$ cat src/rtl/keypad_pkg.sv
// ============================================================================
// Module  : keypad_pkg
// Brief   : Shared constants, scan FSM state type and helpers for the keypad scanner.
// Revision: 1.0
// ============================================================================
`default_nettype none

package keypad_pkg;

    localparam int         KEY_W  = 7;
    localparam logic [6:0] NO_KEY = 7'b0;

    localparam logic [3:0] ROW_D = 4'b1000;
    localparam logic [3:0] ROW_C = 4'b0100;
    localparam logic [3:0] ROW_B = 4'b0010;
    localparam logic [3:0] ROW_A = 4'b0001;

    typedef enum logic [1:0] {
        DWELL  = 2'd0,
        SAMPLE = 2'd1,
        EVAL   = 2'd2
    } scan_state_e;

    function automatic logic [1:0] col_count(input logic [2:0] cols);
        return {1'b0, cols[0]} + {1'b0, cols[1]} + {1'b0, cols[2]};
    endfunction

endpackage

`default_nettype wire

$ cat src/rtl/keypad_debounce.sv
// ============================================================================
// Module  : keypad_debounce
// Brief   : Multi-scan stability filter and key commit; auto-repeat when
//           KEYPAD_AUTOREPEAT_EN is defined.
// Revision: 1.0
// ============================================================================
`default_nettype none

module keypad_debounce
    import keypad_pkg::*;
#(
    parameter int DEBOUNCE_SCANS = 4,
    parameter int REPEAT_SCANS   = 32
) (
    input  logic             clk,
    input  logic             rst,
    input  logic             eval,
    input  logic [KEY_W-1:0] scan_code,
    input  logic             scan_amb,
    output logic [KEY_W-1:0] key,
    output logic             key_valid,
    output logic             key_held
);

    localparam int                STAB_W   = $clog2(DEBOUNCE_SCANS + 1);
    localparam logic [STAB_W-1:0] STAB_MAX = STAB_W'(DEBOUNCE_SCANS);

    if (DEBOUNCE_SCANS < 1) begin : g_bad_debounce
        $error("keypad_debounce: DEBOUNCE_SCANS must be >= 1");
    end
    if (REPEAT_SCANS < 1) begin : g_bad_repeat
        $error("keypad_debounce: REPEAT_SCANS must be >= 1");
    end

    logic [KEY_W-1:0]  cand_q, cand_d;
    logic [STAB_W-1:0] stab_q, stab_d;
    logic [KEY_W-1:0]  key_q, key_d;
    logic              held_q, held_d;
    logic              valid_q, valid_d;
    logic              commit;

    // Ambiguous scans are invisible here: candidate, counter and key all hold.
    always_comb begin
        cand_d = cand_q;
        stab_d = stab_q;
        key_d  = key_q;
        held_d = held_q;
        commit = 1'b0;
        if (eval && !scan_amb) begin
            if (scan_code == cand_q) begin
                if (stab_q != STAB_MAX) stab_d = stab_q + 1'b1;
            end else begin
                cand_d = scan_code;
                stab_d = STAB_W'(1);
            end
            if (stab_d == STAB_MAX) begin
                if (cand_d == NO_KEY) begin
                    key_d  = NO_KEY;
                    held_d = 1'b0;
                end else if (cand_d != key_q) begin
                    key_d  = cand_d;
                    held_d = 1'b1;
                    commit = 1'b1;
                end
            end
        end
    end

`ifdef KEYPAD_AUTOREPEAT_EN
    localparam int               REP_W    = $clog2(REPEAT_SCANS + 1);
    localparam logic [REP_W-1:0] REP_LAST = REP_W'(REPEAT_SCANS - 1);

    logic [REP_W-1:0] rep_q, rep_d;
    logic             rep_pulse;

    // Counts full scans since the last commit or repeat; restarts on any key change.
    always_comb begin
        rep_d     = rep_q;
        rep_pulse = 1'b0;
        if (key_d != key_q || !held_d) begin
            rep_d = '0;
        end else if (eval) begin
            if (rep_q == REP_LAST) begin
                rep_d     = '0;
                rep_pulse = 1'b1;
            end else begin
                rep_d = rep_q + 1'b1;
            end
        end
    end

    always_ff @(posedge clk) begin
        if (rst) rep_q <= '0;
        else     rep_q <= rep_d;
    end

    assign valid_d = commit | rep_pulse;
`else
    assign valid_d = commit;
`endif

    always_ff @(posedge clk) begin
        if (rst) begin
            cand_q  <= NO_KEY;
            stab_q  <= '0;
            key_q   <= NO_KEY;
            held_q  <= 1'b0;
            valid_q <= 1'b0;
        end else begin
            cand_q  <= cand_d;
            stab_q  <= stab_d;
            key_q   <= key_d;
            held_q  <= held_d;
            valid_q <= valid_d;
        end
    end

    assign key       = key_q;
    assign key_held  = held_q;
    assign key_valid = valid_q;

endmodule

`default_nettype wire

$ cat src/rtl/keypad_scanner.sv
// ============================================================================
// Module  : keypad_scanner
// Brief   : 4x3 matrix keypad row scanner with synchronized column sensing and
//           debounced key commit. Optional auto-repeat: KEYPAD_AUTOREPEAT_EN.
// Revision: 1.0
// ============================================================================
`default_nettype none

module keypad_scanner
    import keypad_pkg::*;
#(
    parameter int SCAN_DIV       = 50000,
    parameter int DEBOUNCE_SCANS = 4,
    parameter int REPEAT_SCANS   = 32
) (
    input  logic             clk,
    input  logic             rst,
    input  logic [2:0]       col_in,
    output logic [3:0]       row_out,
    output logic [KEY_W-1:0] key,
    output logic             key_valid,
    output logic             key_held
);

    localparam int               CNT_W      = $clog2(SCAN_DIV);
    localparam logic [CNT_W-1:0] CNT_RELOAD = CNT_W'(SCAN_DIV - 1);

    if (SCAN_DIV < 2) begin : g_bad_scan_div
        $error("keypad_scanner: SCAN_DIV must be >= 2");
    end

    scan_state_e      state_q, state_d;
    logic [CNT_W-1:0] cnt_q, cnt_d;
    logic [3:0]       row_q, row_d;
    logic [1:0]       hits_q, hits_d;
    logic [KEY_W-1:0] code_q, code_d;
    logic [2:0]       sync1_q, sync2_q;

    logic [1:0]       pop;
    logic [2:0]       hit_sum;

    assign pop     = col_count(sync2_q);
    assign hit_sum = {1'b0, hits_q} + {1'b0, pop};

    // hits saturates at 2: any second asserted column makes the scan ambiguous.
    always_comb begin
        state_d = state_q;
        cnt_d   = cnt_q;
        row_d   = row_q;
        hits_d  = hits_q;
        code_d  = code_q;
        unique case (state_q)
            DWELL: begin
                if (cnt_q == '0) state_d = SAMPLE;
                else             cnt_d   = cnt_q - 1'b1;
            end
            SAMPLE: begin
                if (hits_q == 2'd0 && pop == 2'd1) code_d = {row_q, sync2_q};
                hits_d = (hit_sum > 3'd2) ? 2'd2 : hit_sum[1:0];
                cnt_d  = CNT_RELOAD;
                if (row_q == ROW_A) begin
                    state_d = EVAL;
                end else begin
                    state_d = DWELL;
                    row_d   = row_q >> 1;
                end
            end
            EVAL: begin
                state_d = DWELL;
                row_d   = ROW_D;
                hits_d  = 2'd0;
                code_d  = NO_KEY;
            end
            default: begin
                state_d = DWELL;
                cnt_d   = CNT_RELOAD;
                row_d   = ROW_D;
            end
        endcase
    end

    always_ff @(posedge clk) begin
        if (rst) begin
            state_q <= DWELL;
            cnt_q   <= CNT_RELOAD;
            row_q   <= ROW_D;
            hits_q  <= 2'd0;
            code_q  <= NO_KEY;
            sync1_q <= 3'b000;
            sync2_q <= 3'b000;
        end else begin
            state_q <= state_d;
            cnt_q   <= cnt_d;
            row_q   <= row_d;
            hits_q  <= hits_d;
            code_q  <= code_d;
            sync1_q <= col_in;
            sync2_q <= sync1_q;
        end
    end

    assign row_out = row_q;

    keypad_debounce #(
        .DEBOUNCE_SCANS (DEBOUNCE_SCANS),
        .REPEAT_SCANS   (REPEAT_SCANS)
    ) u_debounce (
        .clk       (clk),
        .rst       (rst),
        .eval      (state_q == EVAL),
        .scan_code ((hits_q == 2'd1) ? code_q : NO_KEY),
        .scan_amb  (hits_q == 2'd2),
        .key       (key),
        .key_valid (key_valid),
        .key_held  (key_held)
    );

endmodule

`default_nettype wire

$ cat config.mk
export PLATFORM = sky130hd
export DESIGN_NAME = keypad_scanner
export DESIGN_NICKNAME = d
export VERILOG_FILES = /design/src/rtl/keypad_pkg.sv /design/src/rtl/keypad_debounce.sv /design/src/rtl/keypad_scanner.sv
export SDC_FILE = /design/constraint.sdc
export NUM_CORES = 1
export LEC_CHECK = 0
export BUFFER_PORTS_ARGS = -buffer_cell sky130_fd_sc_hd__buf_2
export CORE_MARGIN = 2
export CORE_UTILIZATION = 45
export DETAILED_ROUTE_END_ITERATION = 10
export SLEW_MARGIN = 40
export SYNTH_ARGS = -nofsm -noshare
export SYNTH_HDL_FRONTEND = slang
export SYNTH_HIERARCHICAL = 1
export SYNTH_SLANG_ARGS = --single-unit
$ cat constraint.sdc
create_clock -name clk -period 3 [get_ports clk]
set_input_delay 0.3 -clock clk [delete_from_list [all_inputs] [get_ports clk]]
set_output_delay 0.3 -clock clk [all_outputs]
set_load 0.01 [all_outputs]
==> results.txt, run 1 <==
* Family of cells with the greatest summed delay on the critical path: simple AND/OR/NAND/NOR gates
- Yosys attributes the largest share of cell area to sky130_fd_sc_hd__dfxtp_1 39%, sky130_fd_sc_hd__a21oi_1 5.2%, sky130_fd_sc_hd__ha_1 3.5%.
* Share of power burned in registers: 56.9%
- For this block, the routed nets add up to 6.32 mm of wire.
- Final setup skew: 0.0169 ns
- Horizontal extent of the die: 84.1 um
- From bottom edge to top edge, the die measures 84.1 um.
* Number of synthesized flops with an enable pin: 0
- Highest net fanout along the worst path: 7
- Cells on worst reg2reg path: 7
- The routed design could run at a clock period as short as 2.33 ns.
- CTS root buffer: sky130_fd_sc_hd__clkbuf_8
- The final layout contains 358 nets.
- Relative area change from synthesis to final layout: 8.88%
* Classification of the worst-slack hold path: in2reg
- TritonCTS built the clock tree.
- Clock sinks: 56
- The critical path is of the reg2reg type.
- Sum of internal, switching and leakage power: 1.35 mW
- Share of the synthesized area in the top cell type: 38.8%
- Total of max-cap violations: 0
* Category of the worst setup path capture point: flip-flop
- Number of post-CTS setup repair buffers: 0
* DRC violation count after routing: 0
- Antenna viol nets, final: 0
- Required time of the critical path: 3.18 ns
- Initial standard-cell utilization of the core: 46.0%
* Worst-case headroom to the max-slew limit: 47.6%
* Detailed-route wire length per cell: 15.0 um
* Synth async-reset ratio: 0%
* Leading cell types by count after synthesis: 56 x sky130_fd_sc_hd__dfxtp_1, 30 x sky130_fd_sc_hd__a21oi_1, 24 x sky130_fd_sc_hd__nand2_1, 24 x sky130_fd_sc_hd__nor2_1, 13 x sky130_fd_sc_hd__inv_1
- Counting tap cells, the placed design contains a total of 413 instances.
- Global routing consumed, over all layers together, 18.6% of the routing resources.
- For the worst setup path, the data arrival time is 2.51 ns.
* Via density per instance: 5.72
- VDD IR-drop max: 0.226 mV
- Router iterations before antenna repair: 4
* Source of the worst hold timing path: col_in[2]
- Together, buffers and inverters on the worst path number 0.
* Synthesis warning total: 6
* Transition time at the pin with the least slew margin: 0.787 ns
* Cell type with the highest aggregate area in the netlist: sky130_fd_sc_hd__dfxtp_1
- Hold Path Depth: 2
* Number of logic stages on the critical path including buffering: 7
- The slowest stage of the critical path is the sky130_fd_sc_hd__or3b_1 cell.
- Level count of the clock H-tree: 2
- Post-synth net total: 344
- Number of synthesized register bits: 56
- The worst setup path is launched from a flip-flop.
- Clock input transition at the sequential cells of the worst setup and hold paths: 0.11 ns
- The first global-routing pass estimated 10.9 mm of wire.
* Layout cell share with drive strength beyond 1: 12.2%
* Combinational Power Share: 5.4%
- Entering global routing, the biggest net connects 42 pins.
- Number of global-route vias before repair: 2221
* Status: complete, no violations
- Internal power component: 1.04 mW
- Buffers inserted during clock tree synthesis total 5.
- Avg Cell Area, Syn: 8.78 sq um
- Mapped Cells: 329
* Number of buffers between clock root and the deepest sink: 2
- CP max stage delay: 0.52 ns
* DR iter-0 viols: 83
* Latest clock arrival within the worst-skew pair: 0.32 ns
- Critical path launch point: hits_q[0]
- Achievable Freq: 429 MHz
- Post-CTS repair changed the size of 0 cells.
- In this run the count of I/O pins placed on the die edge is 18.
- Quantity of hold-fixing buffers added after cts: 0
* Post-synthesis instance area: 2890 sq um
- The hold violation count in the final report is 0.
* Vias after detailed routing: 2410
- The signal on the critical path passes through nor2b_1 > and2_1 > xor2_1 > nor4_1 > or3b_1 > nand3_1 > a21oi_1.
* Gr ovfl total: 0
- The initial antenna violation count came to 0.
* Number of setup violations in the final report: 0
- Power per cell area: 429 nW/um^2
- Final HPWL DP: 4.40 mm
* Die area: 7080 sq um
- The worst path uses 77.6% of the clock period.
* Static leakage: 1.12 nW
- Switching power total: 0.314 mW
* Part of the total power dissipated in the clock network: 37.7%
- Switching fraction of total power: 23.3%
- Ant diodes: 0
- In this run, distinct cell masters in the synthesized netlist total 59.
- Final cell count without fillers: 421
- RSZ-0062 raised after global routing: no
- Accumulated negative setup slack: 0 ns
- Count of standard-cell rows: 29
- The share of the Yosys chip area taken by registers is 38.8%.
* Leading cell type by number of instances after synthesis: sky130_fd_sc_hd__dfxtp_1
- In the synthesized netlist the dominant register cell turns out to be sky130_fd_sc_hd__dfxtp_1.
- Input and output buffers added on the ports amount to 17.
- The final count of pins violating max slew is 0.
- The floorplan step defined a core boundary enclosing 6280 sq um.
- Routability-driven placement finished with a final weighted congestion of 0.827.
- The worst register-to-register path begins at hits_q[0].
final timing paths:
kind | end | slack [ns]
min | sync1_q[2] | 0.19
max reg2reg | u_debounce/key[0] | 0.67
min reg2reg | sync2_q[1] | 0.45
max | u_debounce/key[0] | 0.67
metal layers:
layer	global-route usage, %	part of all wire, %	vias up	routed length [um]
met5	0	0	-	0
met4	4.84	1.4	0	87
met3	3.36	2.4	9	154
met2	28.1	45	34	2840
met1	27.3	51	1145	3240
li1	-	-	1222	-
power groups by stage:
stage               clock, mW  combinational [mW]  sequential, mW
floorplan                   0              0.0580           0.778
global placement            0              0.0720           0.785
detailed placement          0              0.0720           0.786
CTS                     0.518              0.0728           0.769
global route            0.550              0.0817           0.771
finish                  0.509              0.0728           0.769
through the flow:
| step | utilization, % | worst slack [ns] | hold slack (ns) | instance area (sq um) |
|---|---|---|---|---|
| floorplan | - | 0.954 | 0.414 | 2890 |
| global placement | 48.3 | 0.725 | 0.418 | 3030 |
| detailed placement | 48.3 | 0.679 | 0.422 | 3030 |
| CTS | 50.1 | 0.678 | 0.189 | 3150 |
| global route | 50.1 | 0.321 | 0.189 | 3150 |
| finish | 50.1 | 0.671 | 0.191 | 3150 |
sequential cells by signal, indices dropped and copies added (netlist names):
register              count
row_out                   4
u_debounce/key_valid      1
hits_q                    2
u_debounce/stab_q         3
u_debounce/key_held       1
sync2_q                   3
code_q                    7
u_debounce/key            7
cnt_q                    16
u_debounce/cand_q         7
state_q                   2
sync1_q                   3
placed cells by master (no fill, tap or decap), drive strengths merged, types with 5 or more instances in the layout:
master / count
a22oi: 8
buf: 22
and4: 5
nand3: 13
nor2b: 11
nor4: 11
nor2: 24
clkbuf: 6
nand4: 5
and2: 8
ha: 8
nor3: 9
a21oi: 30
xnor2: 10
o21ai: 12
or3: 5
or4: 5
dfxtp: 56
inv: 14
nand2b: 6
nand2: 24
logic make-up (layout without fill, tap and decap cells):
family                     count (synthesis)  in the layout  share of synthesized area (%)
xor gates and xnor gates                  14             14                           4.24
buffers and inverters                     28             43                           4.24
and+or+nand+nor                          143            143                           30.4
AOI/OAI and AO/OA                         74             74                           16.1
DFF                                       56             56                           38.8
muxes                                      4              4                           1.39
adders and majority gates                 10             10                           4.85
layout make-up:
| class | count | area [sq um] |
|---|---|---|
| Timing Repair Buffer | 22 | 123 |
| Sequential cell | 56 | 1120 |
| Clock inverter | 2 | 38.8 |
| Inverter | 13 | 48.8 |
| Clock buffer | 6 | 72.6 |
| Tap cell | 77 | 96.3 |
| Fill cell | 603 | 3130 |
| Multi-Input combinational cell | 245 | 1650 |
(Power assumes the default switching activity.)
==> run 2: changes to the inputs <==
Settings changed: ABC_AREA set to 1.
Clock period 3 ns to 2.1 ns, I/O delays scaled along.
==> results.txt, run 2 <==
* Status: complete, no violations
- Family of cells with the greatest summed delay on the critical path: adder cells
* Achievable Freq: 528 MHz
- Accumulated negative setup slack: 0 ns
- The worst setup path is captured at a flip-flop.
- After synthesis, the netlist uses 34 different library cells.
- The number of nets handed over by synthesis was 482.
- For this run, asynchronously set or reset flops after synthesis account for 0%.
- Die area: 7570 sq um
- Placed standard-cell area: 3300 sq um
* Relative area change from synthesis to final layout: 11.3%
- Latest clock arrival within the worst-skew pair: 0.31 ns
- Number of port buffers: 17
* Detailed-route wire length per cell: 11.4 um
* Worst-case headroom to the max-slew limit: 67.5%
- Antenna viol nets, final: 0
- Cell area after layout: 3450 sq um
* Period minus WS final: 1.90 ns
- Sorting the synthesized cells by area gives the leading types as sky130_fd_sc_hd__dfxtp_1 36%, sky130_fd_sc_hd__nand2_1 14%, sky130_fd_sc_hd__nor2_1 9.6%.
- Seq/Total Area, Yosys: 36.1%
- The clock passes through at most 2 buffers.
- Number of top-level pins: 18
- Hold Path Depth: 3
- The largest total area in the synthesized netlist belongs to sky130_fd_sc_hd__dfxtp_1.
- Post-synthesis instance area: 3100 sq um
- Final setup skew: 0.00856 ns
* Transition time at the pin with the least slew margin: 0.487 ns
* Leading cell types by count after synthesis: 119 x sky130_fd_sc_hd__nand2_1, 79 x sky130_fd_sc_hd__nor2_1, 64 x sky130_fd_sc_hd__inv_1
- Static leakage: 1.57 nW
- In the routed design, unresolved DRC markers number 0.
* Level count of the clock H-tree: 2
- Ant diodes: 0
* Mapped Cells: 467
- Primary flip-flop cell chosen by synthesis mapping: sky130_fd_sc_hd__dfxtp_1
* Nets: 507
* Number of slew-limit violations in the final report: 0
- Across the run, the number of max-cap violations was 0.
* Wire length of the first global-routing pass: 11.4 mm
- Across every metal layer, demand over resource in global routing totals 18.5%.
- The Yosys step of the flow raised 6 warnings.
- Worst Hold Path EP: sync1_q[0]
- Number of global-route vias before repair: 2615
- Final cell count without fillers: 573
- Share of the synthesized area in the top cell type: 36.1%
- Gr ovfl total: 0
- Critical path launch point: sync2_q[0]
- The initial utilization of the core area, before any placement, comes to 46.2%.
* Most frequent cells in the layout: 118 x sky130_fd_sc_hd__nand2_1, 72 x sky130_fd_sc_hd__nor2_1, 64 x sky130_fd_sc_hd__inv_1
* Core outline area: 6720 sq um
* Critical Path Slowest Stage Cell: sky130_fd_sc_hd__fa_1
- Vias after detailed routing: 2835
- Horizontal extent of the die: 87.0 um
- Sum of internal, switching and leakage power: 1.75 mW
* Final worst-path cycle share: 90.3%
- Number of synthesized flops with an enable pin: 0
* Inserted Clock Buffers: 5
- TritonCTS built the clock tree.
- The initial antenna violation count came to 0.
* Router iterations before antenna repair: 4
- Source of the worst hold timing path: col_in[0]
* Hold violation count in the final report: 0
* Classification of the worst-slack hold path: in2reg
- Register bank with the most flops: cnt_q
* Chip height: 87.0 um
- Data on the critical path arrives at its endpoint at 2.10 ns.
- Setup slack on the worst reg-to-reg path comes out at 0.20 ns.
* CP max stage delay: 0.56 ns
- Hold repair after CTS inserted 0 buffers.
- Number of setup violations in the final report: 0
- Final worst slack: 0.205 ns
- Setup repair after global routing left no endpoint under its margin.
- Cells on worst reg2reg path: 7
- Avg Cell Area, Syn: 6.64 sq um
* Total wire length after detailed routing: 6.56 mm
- Together, buffers and inverters on the worst path number 1.
- The library cell used most frequently in the layout, excluding fill and tap cells, is sky130_fd_sc_hd__nand2_1.
- Highest net fanout along the worst path: 2
- Number of synthesized register bits: 56
* Utilization after layout: 51.4%
- Routability-driven placement finished with a final weighted congestion of 0.904.
- Leading cell type by number of instances after synthesis: sky130_fd_sc_hd__nand2_1
* DR iter-0 viols: 103
- In this run the critical register-to-register path is launched from sync2_q[0].
* Setup CP Type: reg2reg
* Count of standard-cell rows: 30
- In this run the critical register-to-register path is captured at hits_q[1].
- Sort of element at the start of the critical path: flip-flop
- Layout cell share with drive strength beyond 1: 14.4%
- The signal on the critical path passes through fa_1 > ha_1 > inv_1 > fa_1 > nand2_1 > nand2_1 > a21oi_1.
- Pre-CTS WS: 0.0295 ns
* VDD IR-drop max: 0.260 mV
- Power per cell area: 506 nW/um^2
- Final HPWL DP: 5.07 mm
- Clock sinks: 56
- The number of placed instances, taps included, is 564.
* CTS root buffer: sky130_fd_sc_hd__clkbuf_8
- Clock input transition at the sequential cells of the worst setup and hold paths: 0.11 ns
- Via density per instance: 4.95
* Minimum hold slack: 0.0881 ns
* Largest register FFs: 16
- Entering global routing, the biggest net connects 19 pins.
- For the worst setup path, the data required time is 2.30 ns.
==> run 2: changes by cell type after synthesis, sizes merged, moves of 6 or more <==
| cell | before | now |
|---|---|---|
| nand2 | 24 | 123 |
| nand2b | 6 | 0 |
| nor4 | 11 | 0 |
| and2 | 8 | 0 |
| nand3 | 13 | 49 |
| a22oi | 8 | 0 |
| a21oi | 30 | 20 |
| inv | 13 | 71 |
| nor2b | 11 | 0 |
| nand4 | 5 | 11 |
| nor2 | 24 | 88 |
==> run 2: cell families after synthesis <==
family	share of synthesized area (%)
adders and majority gates	4.52
AOI/OAI and AO/OA	6.01
and+or+nand+nor	41.4
buffers and inverters	9.92
xor gates and xnor gates	1.98
DFF	36.1
==> run 2: worst register-to-register path, cell delays in order (launching register included) <==
cell and delay (ns):
sky130_fd_sc_hd__dfxtp_1 0.35, sky130_fd_sc_hd__fa_1 0.56, sky130_fd_sc_hd__ha_1 0.15, sky130_fd_sc_hd__inv_1 0.05, sky130_fd_sc_hd__fa_1 0.51, sky130_fd_sc_hd__nand2_1 0.06, sky130_fd_sc_hd__nand2_1 0.06, sky130_fd_sc_hd__a21oi_1 0.06
==> run 2: power breakdown <==
part	internal (mW)	total, mW	switching (mW)
Combinational	0.0194	0.0578	0.0384
Sequential	1.07	1.08	0.00720
Clock	0.238	0.610	0.372
Total	1.33	1.75	0.418
==> run 2: timing repair <==
| action | CTS | global route |
|---|---|---|
| gates resized for setup | 0 | 15 |
| setup buffers | 0 | 1 |
| endpoints found under the setup margin | 0 | 11 |
==> run 2: how the worst max path moves through the flow <==
stage / slack [ns] / depth (start not counted) / endpoint
detailed placement: 0.03 / 12 / u_debounce/key_held
floorplan: 0.31 / 7 / hits_q[1]
CTS: 0.005 / 12 / u_debounce/key_held
finish: 0.20 / 7 / hits_q[1]
global route: 0.0005 / 12 / u_debounce/key[3]
global placement: 0.07 / 12 / u_debounce/key_held
==> run 2: layout make-up <==
cell class	count	area, sq um
multi-input cells	333	1730
clock buffers	5	68.8
clock inverters	3	21.3
inverters	71	269
well taps	80	100
flip-flops and latches	56	1120
fillers	697	3270
repair buffers	25	145
==> run 2: routing by layer <==
metal	track usage [%]	routed length, um
met3	2.75	138
met2	32.8	3250
met1	22.9	3100
met4	5.82	68
met5	0	0
==> run 3: changes to the inputs <==
Settings changed: MAX_ROUTING_LAYER set to met4, PLACE_DENSITY set to 0.64.
==> results.txt, run 3 (synthesis results as in run 2) <==
* Status: complete, no violations
- The first detailed-routing pass took 4 iterations.
* Minimum hold slack: 0.0723 ns
- Clock-pin slew was measured on the worst setup and hold paths at 0.12 ns.
- Final setup skew: 0.0108 ns
- The worst register-to-register path has a setup slack of 0.17 ns.
* Count of standard-cell rows: 30
- Period minus WS final: 1.93 ns
- Horizontal extent of the die: 87.0 um
- TritonCTS built the clock tree.
- Sum of internal, switching and leakage power: 1.80 mW
- In this run the critical register-to-register path is captured at hits_q[0].
* Most frequent cells in the layout: 118 x sky130_fd_sc_hd__nand2_1, 72 x sky130_fd_sc_hd__nor2_1, 64 x sky130_fd_sc_hd__inv_1
* Family of cells with the greatest summed delay on the critical path: adder cells
* Buffering stage count on the worst path with inverters included: 1
- Chip height: 87.0 um
- Overall Global Routing Usage: 19.2%
- Initial standard-cell utilization of the core: 46.2%
- After detailed placement, the design holds a cell count of 564.
- Number of port buffers: 17
- CTS saw 56 sinks.
- Max-cap violations in this run came to 0.
- Cells on worst reg2reg path: 6
- After detailed routing, the number of vias per cell comes to 5.02.
* Source of the worst hold timing path: col_in[2]
* Cell chain of the critical path: fa_1 > ha_1 > inv_1 > fa_1 > nand4_1 > a21oi_1
- Commonest non-fill, non-tap cell in the layout: sky130_fd_sc_hd__nand2_1
- Level count of the clock H-tree: 2
* Nets: 507
* Layout cell share with drive strength beyond 1: 14.2%
- Total wire length after detailed routing: 6.61 mm
* Register bank with the most flops: cnt_q
- In the routed design, unresolved DRC markers number 0.
- Detailed placement finished with a half-perimeter wire length of 5.10 mm.
* Transition time at the pin with the least slew margin: 0.499 ns
- For this design, the slowest cell found on the critical path is sky130_fd_sc_hd__fa_1.
- Required time of the critical path: 2.36 ns
- CP max stage delay: 0.57 ns
- IR analysis of the VDD net gives a maximum drop of 0.308 mV.
- Hold Path Depth: 3
* Classification of the worst-slack hold path: in2reg
- Number of top-level pins: 18
- The repair_antennas step left the layout with diodes totalling 0.
- Setup repair after global routing left no endpoint under its margin.
* CTS root buffer: sky130_fd_sc_hd__clkbuf_8
- The final critical path takes up 92.0% of the cycle.
- Summing all non-filler instances in the final layout gives an area of 3460 sq um.
* Power per cell area: 520 nW/um^2
- Final worst slack: 0.168 ns
- Number of logic stages on the critical path including buffering: 6
- Derived from the worst setup path, the maximum achievable clock frequency is 518 MHz.
- Compared with the post-synthesis result, the final layout area differs by 11.4%.
- Static leakage: 1.57 nW
* Setup CP Type: reg2reg
* Worst-case headroom to the max-slew limit: 66.7%
- GP Congestion: 0.862
* Accumulated negative setup slack: 0 ns
- The first global-routing pass estimated 11.5 mm of wire.
- Dividing the detail-routed wire length by the instance count gives 11.5 um.
- Of all nets on the critical path, the largest fanout is 2.
- The floorplan step defined a core boundary enclosing 6720 sq um.
* Placed standard-cell area: 3300 sq um
- The register with the most flip-flops in the layout has 16 of them.
- Data arrival, critical path: 2.19 ns
* Inserted Clock Buffers: 5
- Utilization after layout: 51.4%
- Timing analysis after detailed placement gives a worst setup slack of 0.0562 ns.
* Hold violation count in the final report: 0
- The die covers 7570 sq um.
- DR iter-0 viols: 93
- The final count of pins violating max slew came to 0.
- The number of global-route vias before repair came to 2635.
- The worst setup path is launched from a flip-flop.
- Setup violations remaining at the end of the flow were counted as 0.
- The cell that appears most often on the critical path is sky130_fd_sc_hd__fa_1.
- Beginning of the worst register-to-register path: sync2_q[0]
- Antenna viol nets, final: 0
* Gr ovfl total: 0
- STA classifies the critical path endpoint as a flip-flop.
- For hold timing, the worst endpoint is sync1_q[2].
* Latest clock arrival within the worst-skew pair: 0.33 ns
* Number of antenna violations at the first check in global routing: 0
* Final cell count without fillers: 573
- Number of buffers between clock root and the deepest sink: 2
- Entering global routing, the biggest net connects 23 pins.
* Vias after detailed routing: 2874
[run 3: changes by cell type in the layout (fill, tap and decap cells not counted)]
| cell | change |
|---|---|
| sky130_fd_sc_hd__inv_6 | +1 |
| sky130_fd_sc_hd__nor3_1 | +1 |
| sky130_fd_sc_hd__clkinvlp_4 | -1 |
| sky130_fd_sc_hd__inv_8 | +1 |
| sky130_fd_sc_hd__clkinv_2 | -1 |
| sky130_fd_sc_hd__nor3_2 | -1 |
[run 3: final cells by class]
cell class / count / area, sq um
Clock buffer: 5 / 68.8
Clock inverter: 3 / 28.8
Fill cell: 678 / 3260
Inverter: 71 / 269
Multi-Input combinational cell: 333 / 1720
Sequential cell: 56 / 1120
Tap cell: 80 / 100
Timing Repair Buffer: 25 / 145
[run 3: where the power goes]
group	internal, mW	switching (mW)
combinational	0.0194	0.0388
sequential	1.07	0.00727
clock	0.253	0.406
total	1.34	0.452
[run 3: timing repair]
item,4_1_cts,5_1_grt
hold endpoints to repair,0,0
buffers inserted,0,1
setup endpoints to repair,0,11
hold buffers,0,0
gates resized for setup,0,14
[run 3: worst max path at each step]
| stage | startpoint | to |
|---|---|---|
| 2_1_floorplan | sync2_q[0] | hits_q[1] |
| 6_report | sync2_q[0] | hits_q[0] |
| 5_1_grt | hits_q[1] | u_debounce/key[1] |
| 4_1_cts | hits_q[1] | u_debounce/key[0] |
| 3_3_place_gp | hits_q[1] | u_debounce/key_held |
| 3_5_place_dp | hits_q[1] | u_debounce/key[0] |
[run 3: worst register-to-register path, delay by kind of cell, from the launching register on]
| kind | cells | cell delay (ns) |
|---|---|---|
| AOI/OAI and AO/OA | 1 | 0.13 |
| DFF | 1 | 0.35 |
| and+or+nand+nor | 1 | 0.10 |
| buffers and inverters | 1 | 0.05 |
| adders and majority gates | 3 | 1.23 |
[run 3: layer usage]
metal	vias up	part of all wire (%)	track usage, %
met5	-	0	-
met4	0	1.7	6.39
met3	12	2.9	3.03
met2	48	48	31.6
met1	1310	47	24.1
li1	1504	-	-
